<file path="config.mk">
export PLATFORM = sky130hd
export DESIGN_NAME = snake_game_fsm
export DESIGN_NICKNAME = d
export VERILOG_FILES = /design/src/rtl/snake_game_fsm.sv
export SDC_FILE = /design/constraint.sdc
export NUM_CORES = 1
export LEC_CHECK = 0
export ABC_AREA = 0
export CAP_MARGIN = 20
export CORE_ASPECT_RATIO = 2
export CORE_UTILIZATION = 50
export DETAILED_ROUTE_END_ITERATION = 12
export PLACE_DENSITY = 0.77
export SLEW_MARGIN = 0
export SYNTH_ARGS = -nofsm -noshare
export SYNTH_HDL_FRONTEND = slang
export SYNTH_SLANG_ARGS = --single-unit
</file>
<file path="constraint.sdc">
create_clock -name Clk -period 15.3 [get_ports Clk]
set_input_delay 1.53 -clock Clk [delete_from_list [all_inputs] [get_ports Clk]]
set_output_delay 1.53 -clock Clk [all_outputs]
set_load 0.02 [all_outputs]
</file>
<file path="src/rtl/snake_game_fsm.sv">
// Snake game state engine: body shift register, direction latch, food placement and
// one-hot game-state flags for the VGA colour stage.
module snake_game_fsm #(
    parameter int unsigned WIN_LENGTH = 15,
    parameter logic [7:0]  START_LOC  = 8'h66,
    parameter logic [1:0]  START_DIR  = 2'd3
) (
    input  logic         Clk,
    input  logic         Reset_n,
    input  logic         Start,
    input  logic         BtnU,
    input  logic         BtnD,
    input  logic         BtnL,
    input  logic         BtnR,
    input  logic         Tick,
    input  logic [7:0]   Rand,
    output logic         Qi,
    output logic         Qc,
    output logic         Qp,
    output logic         Qw,
    output logic         Ql,
    output logic [7:0]   Food,
    output logic [3:0]   Length,
    output logic [127:0] Locations_Flat
);

    typedef enum logic [4:0] {
        StInit   = 5'b10000,
        StCreate = 5'b01000,
        StPlay   = 5'b00100,
        StWin    = 5'b00010,
        StLose   = 5'b00001
    } state_e;

    localparam logic [1:0] DirUp    = 2'd0;
    localparam logic [1:0] DirDown  = 2'd1;
    localparam logic [1:0] DirLeft  = 2'd2;
    localparam logic [1:0] DirRight = 2'd3;

    state_e      state;
    logic [7:0]  seg [16];
    logic [1:0]  cur_dir;
    logic [1:0]  pend_dir;
    logic [7:0]  cand;

    logic        btn_ok;
    logic [1:0]  btn_dir;
    logic [7:0]  next_head;
    logic        wall;
    logic        eat;
    logic        hit;
    logic        cand_hit;
    logic [3:0]  hit_limit;
    logic [3:0]  new_len;
    logic [7:0]  seg_shift [16];

    // State encoding is one-hot, so the flags are the state register bits directly.
    assign {Qi, Qc, Qp, Qw, Ql} = state;

    always_comb begin
        if (BtnU)      btn_dir = DirUp;
        else if (BtnD) btn_dir = DirDown;
        else if (BtnL) btn_dir = DirLeft;
        else           btn_dir = DirRight;
        // Opposite direction differs only in bit 0 (U/D, L/R).
        btn_ok = (BtnU | BtnD | BtnL | BtnR) && (state != StWin) && (state != StLose) &&
                 !((Length > 4'd1) && (btn_dir == (cur_dir ^ 2'd1)));
    end

    always_comb begin
        next_head = seg[0];
        wall      = 1'b0;
        unique case (pend_dir)
            DirUp:    begin wall = (seg[0][7:4] == 4'd0);  next_head = seg[0] - 8'd16; end
            DirDown:  begin wall = (seg[0][7:4] == 4'd15); next_head = seg[0] + 8'd16; end
            DirLeft:  begin wall = (seg[0][3:0] == 4'd0);  next_head = seg[0] - 8'd1;  end
            default:  begin wall = (seg[0][3:0] == 4'd15); next_head = seg[0] + 8'd1;  end
        endcase

        eat       = (next_head == Food);
        // The tail cell is vacated on a plain move but stays occupied when growing.
        hit_limit = eat ? Length : Length - 4'd1;
        new_len   = eat ? Length + 4'd1 : Length;
        hit       = 1'b0;
        cand_hit  = 1'b0;
        for (int k = 0; k < 16; k++) begin
            if ((k < int'(hit_limit)) && (seg[k] == next_head)) hit = 1'b1;
            if ((k < int'(Length)) && (seg[k] == cand)) cand_hit = 1'b1;
            if (k < int'(new_len)) seg_shift[k] = (k == 0) ? next_head : seg[(k == 0) ? 0 : k - 1];
            else                   seg_shift[k] = 8'h00;
        end
    end

    always_comb begin
        Locations_Flat = '0;
        for (int k = 0; k < 16; k++) Locations_Flat[127 - 8 * k -: 8] = seg[k];
    end

    always_ff @(posedge Clk or negedge Reset_n) begin
        if (!Reset_n) begin
            state    <= StInit;
            Length   <= 4'd1;
            cur_dir  <= START_DIR;
            pend_dir <= START_DIR;
            Food     <= 8'h00;
            cand     <= 8'h00;
            for (int k = 0; k < 16; k++) seg[k] <= (k == 0) ? START_LOC : 8'h00;
        end else begin
            if (btn_ok) pend_dir <= btn_dir;
            unique case (state)
                StInit: begin
                    if (Start) begin
                        state <= StCreate;
                        cand  <= Rand;
                    end
                end
                StCreate: begin
                    if (cand_hit) begin
                        cand <= cand + 8'd1;
                    end else begin
                        Food  <= cand;
                        state <= StPlay;
                    end
                end
                StPlay: begin
                    if (Tick) begin
                        cur_dir <= pend_dir;
                        if (wall || hit) begin
                            state <= StLose;
                        end else begin
                            for (int k = 0; k < 16; k++) seg[k] <= seg_shift[k];
                            Length <= new_len;
                            if (eat) begin
                                state <= (new_len == 4'(WIN_LENGTH)) ? StWin : StCreate;
                                cand  <= Rand;
                            end
                        end
                    end
                end
                StWin, StLose: begin
                    if (Start) begin
                        state    <= StInit;
                        Length   <= 4'd1;
                        cur_dir  <= START_DIR;
                        pend_dir <= START_DIR;
                        for (int k = 0; k < 16; k++) seg[k] <= (k == 0) ? START_LOC : 8'h00;
                    end
                end
                default: state <= StInit;
            endcase
        end
    end

endmodule
</file>
==> summary by stage <==
STA
Setup repair after global routing left no endpoint under its margin. The hold slack is 561 ps. The setup TNS after final layout is 0 ps. The number of failing hold endpoints at the final stage is 0. In the finished design, the share of the clock period the worst path needs comes to 0.486. Setup violations remaining at the end of the flow were counted as 0. For the pin with the worst max-slew slack, the measured transition is 1110 ps. The maximum clock frequency is 135 MHz.

The relative slew slack is 0.250. After layout, the minimum clock period comes to 7430 ps. The setup skew after layout is 7.27 ps. The final-report max-slew violation count is 0. The least setup slack across all paths after layout is 7870 ps.

Yosys
The number of synthesized flops with an enable pin is 0. The gate count after technology mapping is 1221. The average cell area after synthesis is 9.00 µm².

The flip-flop and latch count after synthesis is 149. The mapped netlist covers 11000 µm². During synthesis, Yosys emitted a total of 0 warnings. Of all flip-flops after synthesis, the portion carrying an async set or reset was 1.00.

In this run, distinct cell masters in the synthesized netlist total 84. For this run, the register share of the synthesized area comes to 0.340. The most instantiated flip-flop cell in the synthesis netlist is sky130_fd_sc_hd__dfrtp_1.

Drt
In the routed design, unresolved DRC markers number 0. The post-detailed-route count of antenna-violating nets is 0. The routed layout has 10100 vias. The via density per instance is 6.30. The length of the first detailed-routing pass in iterations is 6. For this block, the routed nets add up to 39.0 mm of wire. The mean routed wirelength per cell is 24.4 µm.

The detailed router finished its first iteration with 809 violations.

Placed design
Once detailed placement completed, the half-perimeter wirelength came to 28.0 mm. The total instance count after detailed placement is 1567. The placed standard-cell area is 12600 µm².

At the end of routability-driven placement, the weighted congestion stood at 1.02. The pre-CTS setup slack is 8030 ps. The number of buffers added on ports is 152.

Critical path
In this run the worst path has a maximum fanout of 106. At the worst endpoint, the arrival time is 7780 ps. Across all register-to-register paths, the minimum setup slack is 7870 ps.

The type of destination of the critical path is a flop. For the worst setup path, the data required time is 15640 ps. The type of the setup path with the least slack is flop to flop.

The destination of the worst register-to-register timing path is Locations_Flat[124]$_DFFE_PN0P_. Counting cells, the worst reg-to-reg path comes to 19. The startpoint of the worst-slack reg-to-reg timing path is pend_dir[1]$_DFF_PN1_.

The kind of start point of the critical path is a flop.

Clock network
The clock sink total is 149. Clock-pin slew was measured on the worst setup and hold paths at 60 ps. The number of clock buffers inserted by TritonCTS is 17. The post-cts resize count is 0.

The tree is rooted in a sky130_fd_sc_hd__clkbuf_16. Counting along the longest clock path gives a buffer depth of 2. The later pin in the worst-skew pair is clocked with a latency of 450 ps. The H-tree was split into 4 levels.

TritonCTS built the clock tree. Buffers added to address setup during post-CTS repair amount to 0. Buffers inserted to repair hold after CTS numbered 0.

Cells and area
The filler cell count is 1811. The fraction of final layout cells sized beyond drive strength 1 is 0.0836. The final standard cell area without fillers is 13200 µm².

The utilization of the core after routing is 0.612. The top cell types in the final layout, fill and taps aside, are sky130_fd_sc_hd__nand2_1, sky130_fd_sc_hd__xnor2_1, sky130_fd_sc_hd__clkdlybuf4s50_1. The non-filler instance count after layout is 1600. The final net count is 1338.

Relative to the synthesized area, the layout overhead comes to 20.3%. The repair_antennas step left the layout with diodes totalling 0. Leaving out fill and tap cells, the most frequent cell in the layout is sky130_fd_sc_hd__nand2_1.

Global route
The pin count of the biggest net entering global routing is 107. The via count of the first global-routing pass is 9950. The global-route congestion overflow total is 0. The initial antenna violation count is 0. In the global route stage, overall resource usage came out at 0.356. The first global-routing pass estimated 59.2 mm of wire.

Power and ir drop
The total design power is 2.22 mW. The static leakage is 5.34 nW. IR analysis of the VDD net gives a maximum drop of 0.0881 mV. For this design the ratio of total power to cell area is 168 nW/µm².

Floorplanning
For this configuration, the core starts out at a cell density of 0.509. The I/O pin total is 161. The die is 212 µm tall. The area enclosed by the die boundary is 22600 µm². The total area inside the core boundary comes to 21600 µm². In this run the core area contains 76 standard-cell rows. The horizontal die dimension is 107 µm.

Run status
The run finished with clean final reports.

Min path
In this run the worst hold path is classified as flop to flop. The startpoint identified for the worst hold timing path is cur_dir[1]$_DFFE_PN1P_. The path with the worst hold slack has its endpoint at cur_dir[1]$_DFFE_PN1P_. Along the worst hold path, the cell count comes to 2.

Run
Across the run, the number of max-cap violations was 0.
cell usage after synthesis (4+ instances only):
cell type	instances	area, µm²
sky130_fd_sc_hd__a211o_1	4	35.0
sky130_fd_sc_hd__a21oi_1	20	100
sky130_fd_sc_hd__a21oi_2	4	35.0
sky130_fd_sc_hd__a22o_1	56	490
sky130_fd_sc_hd__a31oi_1	14	87.6
sky130_fd_sc_hd__a41oi_1	5	43.8
sky130_fd_sc_hd__and2_1	9	56.3
sky130_fd_sc_hd__and3_1	10	62.6
sky130_fd_sc_hd__buf_1	27	101
sky130_fd_sc_hd__buf_2	22	110
sky130_fd_sc_hd__buf_4	15	113
sky130_fd_sc_hd__buf_6	4	45.0
sky130_fd_sc_hd__clkbuf_1	44	165
sky130_fd_sc_hd__dfrtp_1	139	3480
sky130_fd_sc_hd__dfstp_2	10	263
sky130_fd_sc_hd__ha_1	7	87.6
sky130_fd_sc_hd__inv_1	20	75.1
sky130_fd_sc_hd__mux2_2	9	101
sky130_fd_sc_hd__mux2i_1	5	50.1
sky130_fd_sc_hd__nand2_1	153	574
sky130_fd_sc_hd__nand3_1	29	145
sky130_fd_sc_hd__nand4_1	25	156
sky130_fd_sc_hd__nor2_1	48	180
sky130_fd_sc_hd__nor3_1	20	100
sky130_fd_sc_hd__nor4_1	30	188
sky130_fd_sc_hd__o2111ai_1	10	87.6
sky130_fd_sc_hd__o21ai_0	64	320
sky130_fd_sc_hd__o21ai_1	25	125
sky130_fd_sc_hd__o22a_1	4	35.0
sky130_fd_sc_hd__o22ai_1	7	43.8
sky130_fd_sc_hd__o31ai_1	11	82.6
sky130_fd_sc_hd__o41ai_1	5	43.8
sky130_fd_sc_hd__or2_2	4	25.0
sky130_fd_sc_hd__or4_1	9	67.6
sky130_fd_sc_hd__xnor2_1	154	1350
sky130_fd_sc_hd__xnor3_1	5	113
sky130_fd_sc_hd__xor2_1	127	1110
logic make-up (layout without fill, tap and decap cells):
logic type	after synthesis	count (layout)	share of synthesized area
and+or+nand+nor	357	357	0.159
xor gates and xnor gates	290	290	0.241
AOI/OAI and AO/OA	268	268	0.179
DFF	149	149	0.340
buffers and inverters	134	233	0.0572
muxes	14	14	0.0138
adders and majority gates	8	8	0.00979
other	1	8	0.000341
area by class of cell:
class                   count  area (µm²)  area share
clock buffers              22         484      0.0366
clock inverters            10         145      0.0110
inverters                  21        78.8     0.00596
multi-input cells         945        6670       0.505
flip-flops and latches    149        3740       0.283
well taps                 273         342      0.0258
repair buffers            180        1750       0.133
power by group:
part | switching (mW) | internal, mW | total (mW) | leakage [nW]
clock network | 0.175 | 0.274 | 0.449 | 0.291
registers | 0.105 | 0.439 | 0.544 | 2.01
logic | 0.735 | 0.494 | 1.23 | 3.04
registers in the layout, summed over array words and instances, names as in the netlist:
name / flops
Locations_Flat: 120
Food: 8
cand: 8
state: 5
Length: 4
cur_dir: 2
pend_dir: 2
worst max path at each step:
stage,endpoint,cells past startpoint,startpoint,slack (ps)
after floorplan,cand[4]$_DFFE_PN0P_,23,pend_dir[1]$_DFF_PN1_,10190
after global placement,Length[0]$_DFFE_PN1P_,19,pend_dir[1]$_DFF_PN1_,8210
after detailed placement,Locations_Flat[124]$_DFFE_PN0P_,19,pend_dir[1]$_DFF_PN1_,8030
after CTS,Locations_Flat[124]$_DFFE_PN0P_,19,pend_dir[1]$_DFF_PN1_,7990
after global routing,Locations_Flat[124]$_DFFE_PN0P_,19,pend_dir[1]$_DFF_PN1_,7490
final,Locations_Flat[124]$_DFFE_PN0P_,19,pend_dir[1]$_DFF_PN1_,7870
worst max-delay path, stage by stage (launching register included):
cell,delay (ps)
sky130_fd_sc_hd__dfstp_2,510
sky130_fd_sc_hd__buf_4,470
sky130_fd_sc_hd__inv_2,370
sky130_fd_sc_hd__nor2_1,220
sky130_fd_sc_hd__xnor2_1,90
sky130_fd_sc_hd__ha_1,230
sky130_fd_sc_hd__or4_1,530
sky130_fd_sc_hd__o22a_1,400
sky130_fd_sc_hd__xnor2_2,300
sky130_fd_sc_hd__a21oi_1,690
sky130_fd_sc_hd__xnor2_1,170
sky130_fd_sc_hd__or4_1,540
sky130_fd_sc_hd__o21ai_0,110
sky130_fd_sc_hd__a222oi_1,160
sky130_fd_sc_hd__and4b_1,420
sky130_fd_sc_hd__o21ai_4,190
sky130_fd_sc_hd__buf_4,560
sky130_fd_sc_hd__buf_4,910
sky130_fd_sc_hd__o21ai_0,270
sky130_fd_sc_hd__o41ai_1,110
routing by layer:
layer  global-route usage  share of wire  vias to the layer above
met3               0.0727          0.065                      186
met1                0.383           0.35                     4889
met2                0.596           0.50                      535
li1                     -              -                     4463
met4                0.291          0.085                        0
met5                    0              0                        -
No activity file was read; power rests on OpenSTA's default activity.
